`config.mk`:
```
export PLATFORM = sky130hd
export DESIGN_NAME = router_ingress_ctrl
export DESIGN_NICKNAME = d
export VERILOG_FILES = /design/src/rtl/router_pkg.sv /design/src/rtl/router_parity_acc.sv /design/src/rtl/router_ingress_ctrl.sv
export SDC_FILE = /design/constraint.sdc
export NUM_CORES = 1
export LEC_CHECK = 0
export ABC_CLOCK_PERIOD_IN_PS = 2400
export BUFFER_PORTS_ARGS = -buffer_cell sky130_fd_sc_hd__buf_2
export CAP_MARGIN = 20
export CORE_UTILIZATION = 40
export DETAILED_ROUTE_END_ITERATION = 12
export PLACE_DENSITY_LB_ADDON = 0.08
export SYNTH_ARGS = -nofsm -noshare
export SYNTH_HDL_FRONTEND = slang
export SYNTH_SLANG_ARGS = --single-unit
export TNS_END_PERCENT = 10
```
`constraint.sdc`:
```
create_clock -name i_clk -period 2.4 [get_ports i_clk]
set_input_delay 0.36 -clock i_clk [delete_from_list [all_inputs] [get_ports i_clk]]
set_output_delay 0.36 -clock i_clk [all_outputs]
set_load 0.01 [all_outputs]
```
`src/rtl/router_pkg.sv`:
```
// Shared constants and types for the 1x3 router ingress path.
// Header byte layout is {len[5:0], addr[1:0]}.
package router_pkg;

  localparam int NUM_PORTS = 3;
  localparam int DATA_W    = 8;
  localparam int ADDR_W    = 2;
  localparam int LEN_W     = 6;
  localparam int REM_W     = LEN_W + 1;

  localparam int LEN_MSB  = 7;
  localparam int LEN_LSB  = 2;
  localparam int ADDR_MSB = 1;
  localparam int ADDR_LSB = 0;

  localparam logic [ADDR_W-1:0] ADDR_INVALID = 2'd3;

  typedef enum logic [2:0] {
    S_IDLE,
    S_WAIT_EMPTY,
    S_HEADER,
    S_PAYLOAD,
    S_PARITY,
    S_DROP
  } state_t;

  // One-hot write enable for a port; the invalid address maps to no port.
  function automatic logic [NUM_PORTS-1:0] port_onehot(input logic [ADDR_W-1:0] addr);
    logic [NUM_PORTS-1:0] v;
    v = '0;
    for (int p = 0; p < NUM_PORTS; p++) begin
      if (addr == p[ADDR_W-1:0]) v[p] = 1'b1;
    end
    return v;
  endfunction

endpackage

```
`src/rtl/router_parity_acc.sv`:
```
// Running XOR of header and payload bytes; compares against the parity byte
// and produces a registered one-cycle mismatch pulse.
module router_parity_acc
  import router_pkg::*;
(
  input  logic              i_clk,
  input  logic              i_rst,
  input  logic              i_load,
  input  logic              i_acc,
  input  logic              i_cmp,
  input  logic [DATA_W-1:0] i_byte,
  output logic              o_err
);

  logic [DATA_W-1:0] r_acc;
  logic              r_err;

  always_ff @(posedge i_clk) begin
    if (i_rst) begin
      r_acc <= '0;
      r_err <= 1'b0;
    end else begin
      r_err <= i_cmp && (i_byte != r_acc);
      if (i_load) begin
        r_acc <= i_byte;
      end else if (i_acc) begin
        r_acc <= r_acc ^ i_byte;
      end
    end
  end

  assign o_err = r_err;

endmodule

```
`src/rtl/router_ingress_ctrl.sv`:
```
// Ingress controller: decodes the header, steers bytes into one of three
// output FIFOs, throttles the source and flags parity errors and drops.
module router_ingress_ctrl
  import router_pkg::*;
(
  input  logic                 i_clk,
  input  logic                 i_rst,
  input  logic                 i_din_valid,
  input  logic [DATA_W-1:0]    i_din,
  input  logic [NUM_PORTS-1:0] i_fifo_full,
  input  logic [NUM_PORTS-1:0] i_fifo_empty,
  input  logic [NUM_PORTS-1:0] i_fifo_soft_rst,
  output logic [NUM_PORTS-1:0] o_we,
  output logic                 o_lfd_state,
  output logic [DATA_W-1:0]    o_dout,
  output logic                 o_busy,
  output logic                 o_err,
  output logic                 o_drop
);

  state_t            r_state;
  logic [DATA_W-1:0] r_hdr;
  logic [ADDR_W-1:0] r_addr;
  logic [LEN_W-1:0]  r_len;
  logic [LEN_W-1:0]  r_cnt;
  logic [REM_W-1:0]  r_rem;
  logic              r_drop;

  logic              w_full;
  logic              w_empty;
  logic              w_soft;
  logic              w_hdr_empty;
  logic              w_busy;
  logic              w_write;
  logic              w_lfd;
  logic              w_accept;
  logic [DATA_W-1:0] w_dout;
  logic [LEN_W-1:0]  w_cnt_next;
  logic [REM_W-1:0]  w_rem_abort;
  logic [ADDR_W-1:0] w_din_addr;
  logic [LEN_W-1:0]  w_din_len;

  assign w_din_addr = i_din[ADDR_MSB:ADDR_LSB];
  assign w_din_len  = i_din[LEN_MSB:LEN_LSB];

  // Per-port status muxed by the latched address (and by the incoming header in IDLE).
  always_comb begin
    w_full      = 1'b0;
    w_empty     = 1'b0;
    w_soft      = 1'b0;
    w_hdr_empty = 1'b0;
    for (int p = 0; p < NUM_PORTS; p++) begin
      if (r_addr == p[ADDR_W-1:0]) begin
        w_full  = i_fifo_full[p];
        w_empty = i_fifo_empty[p];
        w_soft  = i_fifo_soft_rst[p];
      end
      if (w_din_addr == p[ADDR_W-1:0]) begin
        w_hdr_empty = i_fifo_empty[p];
      end
    end
  end

  // A soft reset holds the source off so the aborted cycle never swallows a byte.
  always_comb begin
    w_busy = 1'b0;
    w_write = 1'b0;
    w_lfd = 1'b0;
    w_dout = '0;
    w_rem_abort = {1'b0, r_len} + 7'd1;
    case (r_state)
      S_WAIT_EMPTY: begin
        w_busy = 1'b1;
      end
      S_HEADER: begin
        w_busy  = 1'b1;
        w_write = !w_soft && !w_full;
        w_lfd   = w_write;
        w_dout  = r_hdr;
      end
      S_PAYLOAD: begin
        w_busy      = w_full || w_soft;
        w_write     = i_din_valid && !w_busy;
        w_dout      = i_din;
        w_rem_abort = {1'b0, (r_len - r_cnt)} + 7'd1;
      end
      S_PARITY: begin
        w_busy      = w_full || w_soft;
        w_write     = i_din_valid && !w_busy;
        w_dout      = i_din;
        w_rem_abort = 7'd1;
      end
      default: begin
      end
    endcase
  end

  assign w_accept   = i_din_valid && !w_busy;
  assign w_cnt_next = r_cnt + 6'd1;

  assign o_we        = w_write ? port_onehot(r_addr) : '0;
  assign o_lfd_state = w_lfd;
  assign o_dout      = w_dout;
  assign o_busy      = w_busy;
  assign o_drop      = r_drop;

  // Packet sequencing, byte counting and drop bookkeeping.
  always_ff @(posedge i_clk) begin
    if (i_rst) begin
      r_state <= S_IDLE;
      r_hdr   <= '0;
      r_addr  <= '0;
      r_len   <= '0;
      r_cnt   <= '0;
      r_rem   <= '0;
      r_drop  <= 1'b0;
    end else begin
      r_drop <= 1'b0;
      case (r_state)
        S_IDLE: begin
          if (w_accept) begin
            r_hdr  <= i_din;
            r_addr <= w_din_addr;
            r_len  <= w_din_len;
            r_cnt  <= '0;
            if (w_din_addr == ADDR_INVALID) begin
              r_state <= S_DROP;
              r_rem   <= {1'b0, w_din_len} + 7'd1;
              r_drop  <= 1'b1;
            end else if (!w_hdr_empty) begin
              r_state <= S_WAIT_EMPTY;
            end else begin
              r_state <= S_HEADER;
            end
          end
        end
        S_WAIT_EMPTY: begin
          if (w_soft) begin
            r_state <= S_DROP;
            r_rem   <= w_rem_abort;
            r_drop  <= 1'b1;
          end else if (w_empty) begin
            r_state <= S_HEADER;
          end
        end
        S_HEADER: begin
          if (w_soft) begin
            r_state <= S_DROP;
            r_rem   <= w_rem_abort;
            r_drop  <= 1'b1;
          end else if (w_write) begin
            r_state <= (r_len == '0) ? S_PARITY : S_PAYLOAD;
          end
        end
        S_PAYLOAD: begin
          if (w_soft) begin
            r_state <= S_DROP;
            r_rem   <= w_rem_abort;
            r_drop  <= 1'b1;
          end else if (w_write) begin
            r_cnt <= w_cnt_next;
            if (w_cnt_next == r_len) r_state <= S_PARITY;
          end
        end
        S_PARITY: begin
          if (w_soft) begin
            r_state <= S_DROP;
            r_rem   <= w_rem_abort;
            r_drop  <= 1'b1;
          end else if (w_write) begin
            r_state <= S_IDLE;
          end
        end
        S_DROP: begin
          if (w_accept) begin
            r_rem <= r_rem - 7'd1;
            if (r_rem == 7'd1) r_state <= S_IDLE;
          end
        end
        default: begin
          r_state <= S_IDLE;
        end
      endcase
    end
  end

  router_parity_acc u_parity (
    .i_clk  (i_clk),
    .i_rst  (i_rst),
    .i_load (r_state == S_IDLE && w_accept),
    .i_acc  (r_state == S_PAYLOAD && w_write),
    .i_cmp  (r_state == S_PARITY && w_write),
    .i_byte (i_din),
    .o_err  (o_err)
  );

endmodule

```
# After elaboration in Yosys (flattened, before gate mapping)
# Index checks and enable logic that the tools add are counted.
[word_totals]
ff_bits = 42
in_bits = 20
output_inout_bits = 15
word_cells = 119
[op_classes]
n_eq_ne = 25
mux = 52
add_sub_neg = 6
reduce_logical = 26
n_bitwise = 1
[op_table]
columns = ["operator", "n"]
rows = [
  ["3-bit 2-to-1 mux", 15],
  ["7-bit 2-to-1 mux", 4],
  ["6-bit by 1-bit adder with 7-bit output, second input constant", 3],
  ["7-bit one-hot mux with 3 select lines", 1],
  ["1-bit 2-to-1 mux", 19],
  ["6-bit 2-to-1 mux", 3],
  ["3-bit one-hot mux with 6 select lines", 1],
  ["8-bit 2-to-1 mux", 2],
  ["8-bit one-hot mux with 2 select lines", 1],
  ["3-bit inequality test, second input constant", 5],
  ["7-bit one-hot mux with 2 select lines", 1],
  ["2-bit inequality test, second input constant", 6],
  ["6-bit one-hot mux with 2 select lines", 1],
  ["8-bit inequality test", 1],
  ["8-bit AND reduction", 1],
  ["8-bit bitwise XOR", 1],
  ["7-bit by 1-bit == test with 1-bit output, second input constant", 1],
  ["1-bit logical AND", 7],
  ["7-bit by 1-bit subtractor with 7-bit output, second input constant", 1],
  ["6-bit by 1-bit adder with 6-bit output, second input constant", 1],
  ["2-bit == test, second input constant", 3],
  ["3-bit by 2-bit == test with 1-bit output, second input constant", 2],
  ["3-bit == test, second input constant", 2],
  ["6-bit == test", 1],
  ["18 further kinds", 27],
]

# Logic depth before layout (Yosys ltp)
[logic_depth]
ltp_word = 11
mapped_depth = 12
ltp_nobuf = 12

# Modules after synthesis
# From an unflattened synthesis, not the netlist that was laid out.
[unflattened]
hier_cells = 375
hier_area_um2 = 3029.2
[by_module_without_submodules]
columns = ["mod", "cells_per_inst", "instances", "area_per_inst_um2"]
rows = [
  ["router_ingress_ctrl", 311, 1, 2504.9],
  ["router_parity_acc", 64, 1, 524.3],
]

# Worst setup path after synthesis
# OpenSTA, ideal clock, no wires.
[synth_path]
path_type = "register to register"
start = "register r_state[0]"
end = "register r_rem[4]"
setup_ns = 0.132
n_path_buf = 3
period_less_slack_ns = 2.343
setup_slack_ns = 0.057
t_required_ns = 2.268
arrival_time_ns = 2.212
path_stages_with_launch = 13
path_cell_list = "dfxtp_1 buf_4 and3b_1 clkbuf_1 clkbuf_1 nor2_1 a21oi_1 ha_1 nor2b_1 inv_1 or3_1 a31oi_1 a211oi_1"
[synth_via]
elab_chain_len = 7
elab_cells_between_ends = 21
[synth_rtl]
columns = ["element", "line_no", "source"]
rows = [
  ["start, declared", "router_ingress_ctrl.sv:21", "state_t r_state;"],
  ["start signal, assigned", "router_ingress_ctrl.sv:152", "r_state <= (r_len == '0) ? S_PARITY : S_PAYLOAD;"],
  ["3-bit by 2-bit == test with 1-bit output, or another cell as far along", "router_ingress_ctrl.sv:71, router_ingress_ctrl.sv:119", ""],
  ["2-bit OR reduction (no source line)", "n/a", ""],
  ["1-bit one-hot mux with 2 select lines", "router_ingress_ctrl.sv:71", "case (r_state)"],
  ["1-bit logical NOT", "router_ingress_ctrl.sv:98", "assign w_accept = i_din_valid && !w_busy;"],
  ["1-bit logical AND", "router_ingress_ctrl.sv:98", ""],
  ["2-bit inequality test (no source line)", "n/a", ""],
  ["5-bit AND reduction (no source line)", "n/a", ""],
  ["end signal, assigned", "router_ingress_ctrl.sv:128", "r_rem <= {1'b0, w_din_len} + 7'd1;"],
  ["end signal, assigned", "router_ingress_ctrl.sv:140", "r_rem <= w_rem_abort;"],
  ["end signal, assigned", "router_ingress_ctrl.sv:149", "r_rem <= w_rem_abort;"],
  ["end, declared", "router_ingress_ctrl.sv:26", "logic [REM_W-1:0] r_rem;"],
]
# Parallel ways exist; a longest one is shown, timed or not. The select of a mux whose other input is x is not followed.
# A chain may end at the register's enable or synchronous reset.

# Final worst setup path
[layout_path]
start = "register r_rem[5]"
end = "register r_state[1]"
[layout_via]
elab_chain_len = 3
[layout_rtl]
columns = ["element", "line_no", "source"]
rows = [
  ["7-bit by 1-bit == test with 1-bit output", "router_ingress_ctrl.sv:177", "if (r_rem == 7'd1) r_state <= S_IDLE;"],
  ["2-bit inequality test (no source line)", "n/a", ""],
  ["8-bit AND reduction (no source line)", "n/a", ""],
]
# Every way passes these cells.

==> reports/metrics.cfg <==
[outcome]
outcome=complete, no violations

[timing]
slew_headroom_pct=58.2
max_freq_ghz=0.429
setup_viol=0
holdWs_ps=406
finalCritPeriodShare_pct=97.0
min_period_ps=2330
tightest_slew_ps=627
skew_ps=5.62
hold_viol=0
rsz0062_at_grt=true
slew_violations=0

[power]
leakagePower_nw=1.33
power_mw=3.19
ir_worst_vdd_mv=0.310
pwr_density_cell_nw_per_um2=939

[floorplan]
die_area_sq_um=7610
die_w_um=87.2
ios=35
coreArea_sq_um=6910
initial_core_util_pct=42.1
die_h_um=87.2
rows=30

[layout]
fin_area_sq_um=3400
layout-drive-gt1-share_pct=20.3
syn_to_final_growth_pct=17.0
layout.nets=465
final_cell_mix=nand2_1 (56), buf_2 (34), a21oi_1 (33)
final_common_cell=nand2_1
n_antenna_cell=0

[clock_tree]
cts_tree=done
clk_latency_ps=300
cts_buffers=5
cts_hold_buffers=0
h-tree-depth=2
cts_setup_buffers=0
cts-root-buf=clkbuf_8
cts.clk_slew.worst_paths_ps=80
clk_path_buf_depth=2
cts.sinks=34

[synth]
synthCells=395
synth_area_per_cell_sq_um=7.36
synth_compound_area_share_pct=26.6
ys_warn_count=0
synth_top_area_share_pct=23.4
yosys.area_share.simple_pct=23.4
syn_nets=426
synth_top_area_cell=dfxtp_1
synthXorXnorAreaFrac_pct=10.5
synth_ff_type=dfxtp_1
synth-seq-area-share_pct=23.4
synthTopCellsByArea=dfxtp_1 (23%), nand2_1 (7.2%), a21oi_1 (5.7%)
synth.mux.area_fraction_pct=3.53
synth_edf_count=0
async_flop_share_pct=0
synth_top_family_by_area=compound AO/OA/AOI/OAI gates
synth_fa_ha_area_share_pct=4.99
synthDistinctLibCells=63
syn_area_sq_um=2910
ys_ff_latch=34

[place]
dp_hpwl_mm=6.12
io_buffers=34
gp_congestion=0.806
detailed_place.area_sq_um=3260

[routing]
routed_via_density=5.53
drc_errors=0
top_layer=met4
wl_met2_mm=3.81
wl_met3_um=327
routedLengthMet1_mm=4.03
totalWireLength_mm=8.26
drtIter0Drc=173
routedWlPerCell_um=15.6
first_pass_iters=5
ant_nets=0
num_vias=2929

[worst_setup_path]
critPathSlowestCell=or4_1
start_kind=register
crit_buf_inv=0
worstPathRequired_ps=2630
path_delay_family=simple AND/OR/NAND/NOR gates
arrival_ps=2560
max_stage_delay_ps=580
crit_path_cell_trace=or4_1 > o31ai_2 > o311ai_1 > a32oi_2 > o31ai_4 > or3_1 > a21oi_2
path_class=reg2reg
endpoint_kind=register
crit_fanout=6

[min_path]
hold_path.class=in2reg

[grt]
grt_pass1_vias=2804
grt_remaining_overflow=0
antenna_found_initial=0
grtUsageTotal_pct=23.3
grt_pass1_wl_mm=13.9
grt_max_degree=31

[flow_run]
cap_violations=0

timing repair:
action | CTS | global route
pin swaps | 1 | 2
gates resized for setup | 1 | 13
setup endpoints to repair | 1 | 16
area by class of cell:
| cell class | count | area [sq um] |
|---|---|---|
| fillers | 744 | 3510 |
| multi-input cells | 313 | 2060 |
| flip-flops and latches | 34 | 686 |
| repair buffers | 63 | 388 |
| well taps | 96 | 120 |
| clock buffers | 5 | 68.8 |
| inverters | 17 | 63.8 |
| clock inverters | 2 | 15.0 |
synth_stat cells (3+ instances only):
library cell / count
o21ai_0: 20
xor2_1: 17
o211ai_1: 4
a21oi_1: 33
nor3b_1: 3
nor2_1: 29
nor3_1: 7
nor2b_1: 5
xnor2_1: 18
and3_1: 5
a22oi_1: 8
dfxtp_1: 34
or3_1: 5
inv_1: 17
mux2i_1: 8
clkbuf_1: 20
a21o_1: 4
a211oi_1: 6
nand4b_1: 3
nand2b_1: 3
buf_4: 3
nor4_1: 4
a31oi_1: 3
o22ai_1: 5
ha_1: 10
a311oi_1: 4
nand3_1: 9
nand2_1: 56
a32oi_1: 4
o31ai_1: 3
where the power goes:
group          internal, mW  switching, mW
registers             0.695          0.141
logic                 0.827           1.09
clock network         0.198          0.237
worst paths after layout:
check	start	endpoint	slack, ps	cells past startpoint
setup reg to reg	r_rem[5]	r_state[1]	70	7
hold reg to reg	u_parity.r_acc[5]	u_parity.r_acc[5]	510	1
setup / recovery	r_rem[5]	r_state[1]	70	7
hold / removal	i_din[3]	r_hdr[3]	410	3
metal layers:
metal / track usage (%) / vias to the layer above
li1: - / 1495
met1: 32.1 / 1369
met2: 37.9 / 57
met3: 3.60 / 8
met4: 5.96 / 0
met5: 0 / -
through the flow:
stage	util [%]	setup TNS, ps	setup WS, ps	std cells
global placement	47.2	-0.783	-0.783	523
detailed placement	47.2	-62.4	-62.4	523
finish	49.2	0	71.1	530
CTS	48.6	0	32.8	530
global route	49.2	-197	-100	530
floorplan	-	0	56.5	395
flip-flops by register name, summed over array words and instances, names as in the netlist:
register and cells:
u_parity.r_acc 8, u_parity.o_err 1, r_rem 7, r_cnt 6, r_hdr 8, r_state 3
o_drop 1
worst reg2reg max path, cell delays in order (launching register included):
cell and delay (ps):
dfxtp_1 330, or4_1 580, o31ai_2 300, o311ai_1 170, a32oi_2 230, o31ai_4 140, or3_1 390, a21oi_2 130
kinds of logic after synthesis:
logic type / Yosys count
buffers and inverters: 48
AND/OR/NAND/NOR: 142
flip-flops: 34
multiplexers: 10
AO/OA/AOI/OAI: 115
XOR/XNOR: 35
adder cells (fa/ha/maj): 11
Note: power is estimated with default switching activity, not from simulation.
